<file path="config.mk">
export PLATFORM = sky130hd
export DESIGN_NAME = car_velocity_integrator
export DESIGN_NICKNAME = d
export VERILOG_FILES = /design/src/rtl/car_velocity_integrator.sv
export SDC_FILE = /design/constraint.sdc
export NUM_CORES = 1
export LEC_CHECK = 0
export ABC_AREA = 1
export BUFFER_PORTS_ARGS = -buffer_cell sky130_fd_sc_hd__buf_2
export CORE_UTILIZATION = 60
export CTS_BUF_LIST = sky130_fd_sc_hd__clkbuf_16
export DETAILED_ROUTE_END_ITERATION = 12
export PLACE_DENSITY = 0.79
export REMOVE_ABC_BUFFERS = 1
export SLEW_MARGIN = 0
export SYNTH_ARGS = -nofsm -noshare
export SYNTH_HDL_FRONTEND = slang
export SYNTH_SLANG_ARGS = --single-unit
</file>
<file path="constraint.sdc">
create_clock -name CLOCK_50 -period 4.7 [get_ports CLOCK_50]
set_input_delay 0.235 -clock CLOCK_50 [delete_from_list [all_inputs] [get_ports CLOCK_50]]
set_output_delay 0.235 -clock CLOCK_50 [all_outputs]
set_load 0.05 [all_outputs]
</file>
<file path="src/rtl/car_velocity_integrator.sv">
`default_nettype none
// +--------------------------------------------------------------------------+
// | car_velocity_integrator                                                  |
// | Turns the accelerator command into a clamped signed velocity and a       |
// | wrapping track position, updated once per physics tick.                  |
// | Revision: 1.0                                                            |
// +--------------------------------------------------------------------------+
module car_velocity_integrator #(
   parameter int TICK_DIV       = 833333,
   parameter int VMAX           = 15,
   parameter int VEL_W          = 6,
   parameter int FRICTION_TICKS = 4,
   parameter int POS_W          = 10
) (
   input  logic                    CLOCK_50,
   input  logic                    reset,
   input  logic [1:0]              accel,
   output logic signed [VEL_W-1:0] velocity,
   output logic [POS_W-1:0]        position,
   output logic                    tick,
   output logic [1:0]              dir
);

   localparam int DIV_W  = (TICK_DIV > 2) ? $clog2(TICK_DIV) : 1;
   localparam int FRIC_W = (FRICTION_TICKS > 1) ? $clog2(FRICTION_TICKS) : 1;
   // Two guard bits so v+2 / v-2 can be clamped before narrowing.
   localparam int EXT_W  = VEL_W + 2;
   localparam int SUM_W  = ((POS_W > VEL_W) ? POS_W : VEL_W) + 1;

   localparam logic [DIV_W-1:0]         c_div_last  = DIV_W'(TICK_DIV - 1);
   localparam logic [FRIC_W-1:0]        c_fric_last = FRIC_W'(FRICTION_TICKS - 1);
   localparam logic signed [EXT_W-1:0]  c_zero      = EXT_W'(0);
   localparam logic signed [EXT_W-1:0]  c_one       = EXT_W'(1);
   localparam logic signed [EXT_W-1:0]  c_two       = EXT_W'(2);
   localparam logic signed [EXT_W-1:0]  c_vmax      = EXT_W'(VMAX);

   logic [1:0]              r_accel_m;
   logic [1:0]              r_accel_s;
   logic [DIV_W-1:0]        r_div;
   logic [FRIC_W-1:0]       r_fric;

   logic signed [EXT_W-1:0] w_v;
   logic signed [EXT_W-1:0] w_v_next;
   logic [FRIC_W-1:0]       w_fric_next;
   logic [1:0]              w_dir_next;
   logic [POS_W-1:0]        w_pos_next;

   always_comb begin
      w_v         = EXT_W'(velocity);
      w_v_next    = w_v;
      w_fric_next = r_fric;
      w_dir_next  = 2'b00;
      case (r_accel_s)
         2'b10: begin
            w_fric_next = '0;
            if (w_v < c_zero) begin
               w_v_next = w_v + c_two;
               if (w_v_next > c_zero) w_v_next = c_zero;
            end else begin
               w_v_next = w_v + c_one;
               if (w_v_next > c_vmax) w_v_next = c_vmax;
            end
         end
         2'b01: begin
            w_fric_next = '0;
            if (w_v > c_zero) begin
               w_v_next = w_v - c_two;
               if (w_v_next < c_zero) w_v_next = c_zero;
            end else begin
               w_v_next = w_v - c_one;
               if (w_v_next < -c_vmax) w_v_next = -c_vmax;
            end
         end
         default: begin
            if (w_v == c_zero) begin
               w_fric_next = '0;
            end else if (r_fric == c_fric_last) begin
               w_fric_next = '0;
               w_v_next    = (w_v > c_zero) ? (w_v - c_one) : (w_v + c_one);
            end else begin
               w_fric_next = r_fric + FRIC_W'(1);
            end
         end
      endcase
      if (w_v_next > c_zero)      w_dir_next = 2'b01;
      else if (w_v_next < c_zero) w_dir_next = 2'b10;
      // Position integrates the pre-update velocity; sign extension gives wrap both ways.
      w_pos_next = POS_W'(SUM_W'(position) + SUM_W'(velocity));
   end

   always_ff @(posedge CLOCK_50 or negedge reset) begin
      if (!reset) begin
         r_accel_m <= '0;
         r_accel_s <= '0;
         r_div     <= '0;
         r_fric    <= '0;
         velocity  <= '0;
         position  <= '0;
         tick      <= 1'b0;
         dir       <= 2'b00;
      end else begin
         r_accel_m <= accel;
         r_accel_s <= r_accel_m;
         if (r_div == c_div_last) begin
            r_div    <= '0;
            tick     <= 1'b1;
            r_fric   <= w_fric_next;
            velocity <= VEL_W'(w_v_next);
            position <= w_pos_next;
            dir      <= w_dir_next;
         end else begin
            r_div    <= r_div + DIV_W'(1);
            tick     <= 1'b0;
         end
      end
   end

endmodule
`default_nettype wire
</file>
Word-level counts from Yosys, hierarchy flattened
Index checks and enable logic that the tools add are counted.

Register bits after elaboration: 45. Bits of input ports: 4. Logic and storage cells: 46.

$add $sub $neg: 7. Magnitude comparators: 8. Eq/ne operators: 4. Mux-type cells: 17. Reduce and logical (&&, ||, !) cells: 2.

Operator list (count): $mux 8 (9); $add 20x1->20 const B (1); $eq 20x20->1 const B (1); $mux 20 (1); $pmux 8 s2 (1); $add 10x10->10 (1); $mux 2 (5); $gt 8x1->1 const B (1); $gt 8x5->1 const B (1); $logic_not 8->1 (1); $lt 8x1->1 const B (1); $lt 8x5->1 const B (1); $add 6x2->7 const B (1); $add 6x3->7 const B (1); $gt 7x1->1 const B (1); $lt 7x1->1 const B (1); $sub 6x2->7 const B (1); $sub 6x3->7 const B (1); $gt 6x1->1 const B (1); $lt 6x1->1 const B (1); $eq 2x2->1 const B (2); $add 2x1->2 const B (1); $eq 2x1->1 const B (1); $reduce_or 2->1 (1); $mux 1 (1).

Logic depth before layout (Yosys ltp)
Gate-level depths: netlist (run 1).

Word-level depth: 8. Mapped depth: 21. Depth with buffers taken out: 20.

Worst setup path after synthesis (run 1)
No wires, ideal clock.

Path kind: register -> register. Start point: register velocity[1]. End point: register dir[0]. Library setup time: 0.118 ns. Arrival time: 2.718 ns. Slack: 1.865 ns. Stages on the path, launching flop included: 18. Buffers on the path: 0. Period minus slack after synthesis: 2.835 ns. Cells stage by stage: dfrtp_1 -> inv_1 -> ha_1 -> nand2_1 -> nand2_1 -> nand2_1 -> nand2_1 -> nand3_1 -> nand3_1 -> ha_1 -> inv_1 -> nand2_1 -> o211ai_1 -> nand2_1 -> a21oi_1 -> nand3_1 -> nand2_1 -> nand2_1.

Word-level cells in the longest chain between the ends: 7. Elaborated cells between the ends (all ways): 23. Those cells by class: add/sub (4); order compare (7); mux (11); reduce/logical (1).

Ends and longest elaborated chain: start, declared (line 18) `output logic signed [VEL_W-1:0] velocity,`; start signal, assigned (line 108) `velocity <= VEL_W'(w_v_next);`; $sub 6x2->7, or another cell as far along (line 70, 79); $lt 8x5->1, or another cell as far along (line 71) `if (w_v_next < -c_vmax) w_v_next = -c_vmax;`; $mux 8, on equally long branches; $mux 8, on equally long branches (line 66, 56, 75); $pmux 8 s2 (*) (line 53) `case (r_accel_s)`; $gt 8x1->1 (*) (line 85) `if (w_v_next > c_zero) w_dir_next = 2'b01;`; $mux 2 (*) (line 85); end signal, assigned (line 110) `dir <= w_dir_next;`; end, declared (line 21) `output logic [1:0] dir`.

Every way passes the cells marked *; elsewhere a longest branch is shown, timed or not. A chain may end at the register's enable or synchronous reset.

Worst setup path after layout (run 1)
Ends and elaborated chain as after synthesis.

==> flow_summary.yaml, run 1 <==
route:
  wire_per_inst_um: 14.9
  drt-initial-drc-count: 344
  vias_per_cell: 5.79
  drc: 0
  drt-pass1-iter-count: 5
  totalWireLength_um: 8210
  ant_nets: 0
  vias: 3193
setup_path:
  path_cells: "inv_1, ha_1, nand2_1, nand2_1, nand2_1, nand2_1, nand3_1, nand3_1, ha_1, inv_1, nand2_1, o211ai_1, nand2_1, a21oi_1, nand3_1, nand2_1, nand2_1"
  max_stage_delay_ns: 0.61
  critPathLaunchType: "flip-flop"
  cpMaxStageDelayCell: "dfrtp_1"
  crit_path_max_fanout: 12
  reg2regPathDepth: 17
  critical_path.top_delay_family: "simple AND/OR/NAND/NOR gates"
  crit_top_cell: "nand2_1"
  critPathBufInv: 2
  arrival_ns: 3.12
  worstReg2RegStart: "velocity[1]"
  worstReg2RegEnd: "dir[0]"
  cp-end-kind: "flip-flop"
  regToRegSetupSlack_ns: 1.77
  worstSetupPathType: "reg -> reg"
  cp.required_ns: 4.88
final_layout:
  layout_commonest_cell: "nand2_1"
  antenna_cells: 0
  area_growth_pct: 7.85
  final_cell_mix: "126 x nand2_1, 50 x inv_1, 45 x dfrtp_1, 41 x nor2_1"
  drive_gt1_frac: 0.114
  final_nets: 508
grt:
  gr-usage-all-layers: 0.310
  grt-ovfl-total: 0
  grt_pass1_wl_um: 14500
  first_global_vias: 3138
  antenna_found_initial: 0
  grt_max_degree: 46
yosys:
  syn_inst: 462
  synth_top_family_by_area: "simple AND/OR/NAND/NOR gates"
  ys_ff_latch: 45
  synth_compound_area_frac: 0.113
  synth_seq_area_share: 0.335
  yosys_warnings: 0
  synth_simple_gate_area_share: 0.334
  avgSynthCellArea_sq_um: 7.28
  synth_xor_area_frac: 0.0391
  synth_fa_ha_area_frac: 0.0915
  synth.area.mux_share: 0
  netlist_area_sq_mm: 0.00336
  ys_types: 41
sta:
  slew_headroom: 0.349
  tns_ns: 0
  min_period_ns: 2.93
  holdWs_ns: 0.0451
  rsz0062_at_grt: "false"
  post-route-period-util: 0.624
  final.setup_skew_ns: 0.00724
  timing.fmax_mhz: 341
  slew_violations: 0
  final-setup-viol-count: 0
  worstMarginPinSlew_ns: 0.977
  hold_viol: 0
pwr:
  comb_power_share: 0.036
  leakagePower_uw: 0.00190
  swShare: 0.233
  vdd_ir_drop_max_uv: 165
  pwr-share-seq: 0.501
  p_int_uw: 596
  powerDensity_mw_per_mm2: 214
  total_power_uw: 777
  switching_power_uw: 181
  p_clk_frac: 0.463
min_path:
  hold_start: "accel[0]"
  whs_endpoint: "r_accel_m[0]"
  min_path_type: "in -> reg"
  min_path_cells: 1
die:
  die_y_um: 76.9
  start_util: 0.642
  coreArea_sq_mm: 0.00524
  die_area_sq_mm: 0.00591
  io_pins: 23
  rows: 26
  die_w_um: 76.9
clock_tree:
  cts.sinks: 45
  htreeDepth: 2
  root_buffer: "clkbuf_16"
  clkTransAtPathRegs_ns: 0.07
  cts_buffer_depth: 2
  cts_tree: "built"
  cts_buffers: 5
  postCtsResizedCells: 0
  cts_hold_buf: 0
  postCtsSetupRepairBufs: 0
  clk_latency_ns: 0.29
place:
  place.detailed.hpwl_um: 5840
  gp_congestion: 1.02
  portBuffers: 22
job:
  drv_cap: 0
run_status:
  outcome: "complete, no violations"
==> metrics by stage <==
stage | cells | worst slack, ns | utilization | instance area, sq um
4_1_cts | 551 | 1.82 | 0.693 | 3630
3_3_place_gp | 543 | 1.86 | 0.664 | 3480
6_report | 551 | 1.77 | 0.693 | 3630
5_1_grt | 551 | 1.49 | 0.693 | 3630
2_1_floorplan | 451 | 1.85 | - | 3280
3_5_place_dp | 543 | 1.80 | 0.664 | 3480
==> cells by family after synthesis <==
kind of cell / count (synthesis)
flops: 45
xor+xnor: 15
buf+inv: 67
simple gates: 243
compound gates: 68
fa+ha+maj: 24
==> routing by layer <==
layer | part of all wire | global-route usage
met1 | 0.44 | 0.402
met2 | 0.47 | 0.510
met3 | 0.057 | 0.0500
met4 | 0.032 | 0.137
met5 | 0 | 0
==> worst register-to-register path, stage by stage, from the launching register on <==
cell,delay [ns]
dfrtp_1,0.61
inv_1,0.30
ha_1,0.28
nand2_1,0.13
nand2_1,0.07
nand2_1,0.06
nand2_1,0.09
nand3_1,0.08
nand3_1,0.07
ha_1,0.31
inv_1,0.11
nand2_1,0.08
o211ai_1,0.16
nand2_1,0.07
a21oi_1,0.19
nand3_1,0.10
nand2_1,0.07
nand2_1,0.04
==> cell usage after synthesis <==
| cell | count | area, sq um |
|---|---|---|
| a31oi_1 | 3 | 18.8 |
| dfrtp_1 | 45 | 1130 |
| clkinv_1 | 1 | 3.75 |
| o21bai_1 | 1 | 7.51 |
| nand3_4 | 1 | 17.5 |
| a21oi_1 | 20 | 100 |
| o211ai_1 | 4 | 30.0 |
| nand4_1 | 13 | 81.3 |
| buf_4 | 2 | 15.0 |
| xnor2_1 | 5 | 43.8 |
| o211a_1 | 1 | 10.0 |
| nor2_4 | 2 | 22.5 |
| nor4_1 | 8 | 50.1 |
| nor3_2 | 2 | 20.0 |
| inv_2 | 5 | 18.8 |
| fa_1 | 1 | 20.0 |
| nand3_1 | 30 | 150 |
| a21o_1 | 2 | 15.0 |
| a22oi_1 | 1 | 7.51 |
| inv_1 | 50 | 188 |
| ha_1 | 23 | 288 |
| nand2_4 | 1 | 11.3 |
| buf_2 | 2 | 10.0 |
| xor2_1 | 10 | 87.6 |
| nor2_1 | 41 | 154 |
| nor3_4 | 1 | 16.3 |
| or2_2 | 1 | 6.26 |
| o21ai_1 | 4 | 20.0 |
| o21ai_0 | 30 | 150 |
| nand2_2 | 3 | 18.8 |
| clkbuf_8 | 1 | 13.8 |
| or2_1 | 1 | 6.26 |
| nor2_2 | 3 | 18.8 |
| nor3_1 | 5 | 25.0 |
| clkbuf_1 | 3 | 11.3 |
| a211oi_2 | 1 | 12.5 |
| buf_6 | 3 | 33.8 |
| o41ai_1 | 1 | 8.76 |
| nand4_2 | 1 | 12.5 |
| nand3_2 | 4 | 40.0 |
| nand2_1 | 126 | 473 |
==> cell type report <==
type	instances	area, sq um
sequential	45	1130
inverter	56	210
clock buffer	5	125
timing repair buffer	22	110
multi-input combinational	350	1940
clock inverter	3	25.0
fill	462	1610
tap	70	87.6
==> power by group through the flow <==
stage	Combinational, uW	Sequential, uW	Clock, uW
3_5_place_dp	27.9	397	0
6_report	27.8	390	360
2_1_floorplan	14.7	397	0
4_1_cts	27.9	390	365
5_1_grt	32.0	390	379
3_3_place_gp	27.7	397	0
==> flip-flops by register name, indices dropped and copies added (netlist names) <==
name / cells
position: 10
r_fric: 2
tick: 1
r_div: 20
r_accel_s: 2
dir: 2
r_accel_m: 2
velocity: 6
==> worst max path at each step <==
stage                 from  endpoint  slack [ns]  cells past startpoint
2_1_floorplan  velocity[1]    dir[0]        1.85                     17
3_3_place_gp   velocity[1]    dir[0]        1.86                     17
3_5_place_dp   velocity[1]    dir[0]        1.80                     17
4_1_cts        velocity[1]    dir[0]        1.82                     17
5_1_grt        velocity[1]    dir[0]        1.49                     20
6_report       velocity[1]    dir[0]        1.77                     17
No activity file was read; power rests on OpenSTA's default activity.
==> run 2: changes to the inputs <==
==> constraint.sdc (replaced) <==
create_clock -name CLOCK_50 -period 2.9 [get_ports CLOCK_50]
set_input_delay 0.145 -clock CLOCK_50 [delete_from_list [all_inputs] [get_ports CLOCK_50]]
set_output_delay 0.145 -clock CLOCK_50 [all_outputs]
set_load 0.05 [all_outputs]
==> run 2 against run 1 <==
First-iteration DRC count shrank 24%; count of clock-buffer cells in the layout is the same; setup slack lost 1.4 ns; routed wire length fell by 1.9%; critical endpoint unchanged; largest cell class unchanged.
==> flow_summary.yaml, run 2 (synthesis results as in run 1) <==
run_status:
  outcome: "complete, no violations"
clock_tree:
  cts_tree: "built"
  cts.sinks: 45
  clkTransAtPathRegs_ns: 0.06
  clk_latency_ns: 0.29
  cts_buffers: 5
  postCtsSetupRepairBufs: 0
  root_buffer: "clkbuf_16"
  htreeDepth: 2
  cts_buffer_depth: 2
setup_path:
  worstSetupPathType: "reg -> reg"
  cp.required_ns: 3.08
  crit_path_max_fanout: 9
  critical_path.top_delay_family: "simple AND/OR/NAND/NOR gates"
  critPathLaunchType: "flip-flop"
  crit_top_cell: "nand2_1"
  cp-end-kind: "flip-flop"
  arrival_ns: 2.72
  critPathBufInv: 2
  max_stage_delay_ns: 0.38
  path_cells: "inv_1, ha_1, nand4_1, nand2_1, nand3_1, ha_1, inv_1, nand2_1, o211ai_1, nand2_1, a21oi_1, nand3_1, nand2_1, nand2_1"
  cpMaxStageDelayCell: "dfrtp_1"
place:
  gp_congestion: 0.956
  portBuffers: 22
  place.detailed.hpwl_um: 5940
  dp_slack_ns: 0.390
  dp.cells: 549
die:
  die_y_um: 76.9
  rows: 26
  start_util: 0.642
  io_pins: 23
  die_w_um: 76.9
  die_area_sq_mm: 0.00591
  coreArea_sq_mm: 0.00524
sta:
  worst_slack_ns: 0.361
  rsz0062_at_grt: "false"
  final.setup_skew_ns: 0.00373
  slew_headroom: 0.346
  final-setup-viol-count: 0
  slew_violations: 0
  hold_viol: 0
  timing.fmax_mhz: 394
  worstMarginPinSlew_ns: 0.981
  tns_ns: 0
  post-route-period-util: 0.875
  holdWs_ns: 0.0189
  min_period_ns: 2.54
route:
  wire_per_inst_um: 14.4
  ant_nets: 0
  drt-initial-drc-count: 261
  vias_per_cell: 5.62
  totalWireLength_um: 8050
  drt-pass1-iter-count: 5
  drc: 0
  vias: 3141
final_layout:
  largest_register: "r_div"
  fin_cells: 559
  layout_commonest_cell: "nand2_1"
  num-fill-cells: 422
  final_cell_mix: "126 x nand2_1, 50 x inv_1, 45 x dfrtp_1, 41 x nor2_1"
  area_growth_pct: 9.67
  reg_top3: "r_div: 20 flops, position: 10 flops, velocity: 6 flops"
  antenna_cells: 0
  largest_register_ffs: 20
  drive_gt1_frac: 0.125
  final_nets: 516
grt:
  gr-usage-all-layers: 0.295
  antenna_found_initial: 0
  grt_max_degree: 46
  grt-ovfl-total: 0
  grt_pass1_wl_um: 13800
  first_global_vias: 3024
job:
  drv_cap: 0
pwr:
  vdd_ir_drop_max_uv: 325
  leakagePower_uw: 0.00194
  powerDensity_mw_per_mm2: 337
min_path:
  min_path_type: "in -> async"
run 2: cell count changes in the layout (fill, tap and decap cells not counted):
cell,delta
buf_4,+6
clkinv_2,+1
dlygate4sd3_1,+2
clkinv_4,-1
run 2: cell type report:
class	count	area (sq um)	share of cell area
clock buffer	5	125	0.0339
clock inverter	3	21.3	0.00577
inverter	56	210	0.0570
multi-input combinational	350	1940	0.527
sequential	45	1130	0.305
tap	70	87.6	0.0237
timing repair buffer	30	175	0.0475
run 2: per-stage QoR:
stage,cell area [sq um],util,total power (uW)
5_1_grt,3690,0.704,1290
2_1_floorplan,3280,-,667
3_3_place_gp,3520,0.672,686
3_5_place_dp,3520,0.672,687
6_report,3690,0.704,1240
4_1_cts,3690,0.704,1260
run 2: path summary, 6_finish.rpt:
path / from / end / slack, ns / cells after the start
setup / recovery: velocity[1] / dir[0] / 0.36 / 14
hold / removal: reset / position[3] / 0.02 / 1
setup reg to reg: velocity[1] / dir[0] / 0.36 / 14
hold reg to reg: r_accel_m[0] / r_accel_s[0] / 0.36 / 0
max in group asynchronous: reset / r_accel_m[1] / 2.28 / 1
min in group CLOCK_50: r_accel_m[0] / r_accel_s[0] / 0.36 / 0
run 2: timing repair:
| item | 4_1_cts | 5_1_grt |
|---|---|---|
| hold endpoints to repair | 2 | 0 |
| hold buffers | 2 | 0 |
| gates resized for setup | 0 | 0 |
run 2: routing by layer:
layer	wire length, um	vias up	track usage
li1	-	1577	-
met1	3600	1430	0.385
met2	3870	116	0.480
met3	383	18	0.0429
met4	199	0	0.140
met5	0	-	0
run 2: power breakdown:
part | switching, uW | internal [uW] | total (uW)
Clock | 245 | 321 | 566
Combinational | 31.7 | 14.1 | 45.8
Sequential | 1.13 | 630 | 632
==> run 3: changes to the inputs <==
--- a/config.mk
+++ b/config.mk
@@ -7,10 +7,10 @@
 export LEC_CHECK = 0
 export ABC_AREA = 1
 export BUFFER_PORTS_ARGS = -buffer_cell sky130_fd_sc_hd__buf_2
-export CORE_UTILIZATION = 60
+export CORE_UTILIZATION = 61
 export CTS_BUF_LIST = sky130_fd_sc_hd__clkbuf_16
 export DETAILED_ROUTE_END_ITERATION = 12
-export PLACE_DENSITY = 0.79
+export PLACE_DENSITY = 0.8
 export REMOVE_ABC_BUFFERS = 1
 export SLEW_MARGIN = 0
 export SYNTH_ARGS = -nofsm -noshare
==> run 3 against run 2 <==
Routed wire length increased by 0.55%; cell area grew 0.10%; sequential share of layout area is essentially flat; critical path type unchanged; largest cell class unchanged; highest routed layer unchanged.
==> flow_summary.yaml, run 3 (synthesis results as in run 1) <==
run_status:
  outcome: "complete, no violations"
pwr:
  vdd_ir_drop_max_uv: 274
  leakagePower_uw: 0.00194
  powerDensity_mw_per_mm2: 342
setup_path:
  critical_path.top_delay_family: "simple AND/OR/NAND/NOR gates"
  cpMaxStageDelayCell: "dfrtp_1"
  worstReg2RegStart: "velocity[1]"
  worstSetupPathType: "reg -> reg"
  arrival_ns: 2.70
  path_cells: "inv_1, ha_1, nand2_1, nand2_1, nand2_1, nand3_1, nand3_1, ha_1, inv_1, nand2_1, o211ai_1, nand2_1, a21oi_1, nand3_1, nand2_1, nand2_1"
  max_stage_delay_ns: 0.39
  cp.required_ns: 3.09
  worstReg2RegEnd: "dir[0]"
  crit_top_cell: "nand2_1"
  cp-end-kind: "flip-flop"
  reg2regPathDepth: 16
  regToRegSetupSlack_ns: 0.39
  critPathBufInv: 2
  critPathLaunchType: "flip-flop"
  crit_path_max_fanout: 9
route:
  ant_nets: 0
  drt-met1-wl_um: 3580
  vias: 3172
  vias_per_cell: 5.67
  drt-initial-drc-count: 275
  drc: 0
  wl_met2_um: 3810
  highest_layer: "met4"
  drt-pass1-iter-count: 5
  wire_per_inst_um: 14.5
  totalWireLength_um: 8100
  routed-wl-met3_um: 423
die:
  die_y_um: 76.3
  die_area_sq_mm: 0.00581
  start_util: 0.646
  coreArea_sq_mm: 0.00520
  io_pins: 23
  rows: 26
  die_w_um: 76.3
grt:
  grt_max_degree: 46
  gr-usage-all-layers: 0.301
  antenna_found_initial: 0
  grt_pass1_wl_um: 13900
  first_global_vias: 3062
  grt-ovfl-total: 0
clock_tree:
  root_buffer: "clkbuf_16"
  clkTransAtPathRegs_ns: 0.07
  cts_hold_buf: 2
  cts_buffers: 5
  clk_latency_ns: 0.29
  cts_buffer_depth: 2
  postCtsResizedCells: 0
  htreeDepth: 2
  cts.sinks: 45
  cts_tree: "built"
  postCtsSetupRepairBufs: 0
final_layout:
  final_nets: 516
  largest_register_ffs: 20
  antenna_cells: 0
  final_cell_mix: "126 x nand2_1, 50 x inv_1, 45 x dfrtp_1, 41 x nor2_1"
  drive_gt1_frac: 0.125
  area_growth_pct: 9.78
  fin_cells: 559
  reg_top3: "r_div: 20 flops, position: 10 flops, velocity: 6 flops"
  largest_register: "r_div"
  layout_commonest_cell: "nand2_1"
min_path:
  min_path_type: "in -> async"
sta:
  rsz0062_at_grt: "false"
  min_period_ns: 2.51
  post-route-period-util: 0.867
  slew_headroom: 0.332
  timing.fmax_mhz: 398
  tns_ns: 0
  final-setup-viol-count: 0
  worstMarginPinSlew_ns: 1.00
  slew_violations: 0
  final.setup_skew_ns: 0.00691
  hold_viol: 0
place:
  gp_congestion: 0.968
  dp.cells: 549
  portBuffers: 22
  place.detailed.hpwl_um: 5920
job:
  drv_cap: 0
run 3: changes by cell type in the layout (fill, tap and decap cells not counted):
cell      before  now
clkinv_2       1    0
clkinv_4       0    1
run 3: metrics by stage:
stage | util | power, uW | hold slack [ns] | worst slack, ns | instance area [sq um]
after floorplan | - | 667 | -0.151 | 0.0546 | 3280
after global placement | 0.677 | 687 | 0.252 | 0.506 | 3520
after detailed placement | 0.677 | 688 | 0.255 | 0.428 | 3520
after CTS | 0.709 | 1270 | 0.0549 | 0.416 | 3690
after global routing | 0.709 | 1300 | 0.124 | 0.120 | 3690
final | 0.709 | 1260 | 0.0261 | 0.386 | 3690
run 3: area by class of cell:
type                            instances  area [sq um]
Fill cell                             432          1510
Sequential cell                        45          1130
Tap cell                               70          87.6
Clock buffer                            5           125
Timing Repair Buffer                   30           175
Multi-Input combinational cell        350          1940
Clock inverter                          3          25.0
Inverter                               56           210
run 3: worst max-delay path by stage:
stage | slack [ns] | end | startpoint | depth (start not counted)
4_1_cts | 0.42 | dir[0] | velocity[1] | 16
5_1_grt | 0.12 | dir[0] | velocity[1] | 18
3_5_place_dp | 0.43 | dir[0] | velocity[1] | 16
3_3_place_gp | 0.51 | dir[0] | velocity[1] | 16
6_report | 0.39 | dir[0] | velocity[1] | 16
2_1_floorplan | 0.05 | dir[0] | velocity[1] | 17
run 3: power breakdown:
part,internal (uW),switching [uW],total (uW)
clock network,324,260,584
registers,630,1.13,631
logic,14.2,32.4,46.6
total,968,293,1260
run 3: metal layers:
layer,track usage,vias to the layer above
met3,0.0479,32
met2,0.501,116
met1,0.386,1454
met5,0,-
li1,-,1570
met4,0.138,0
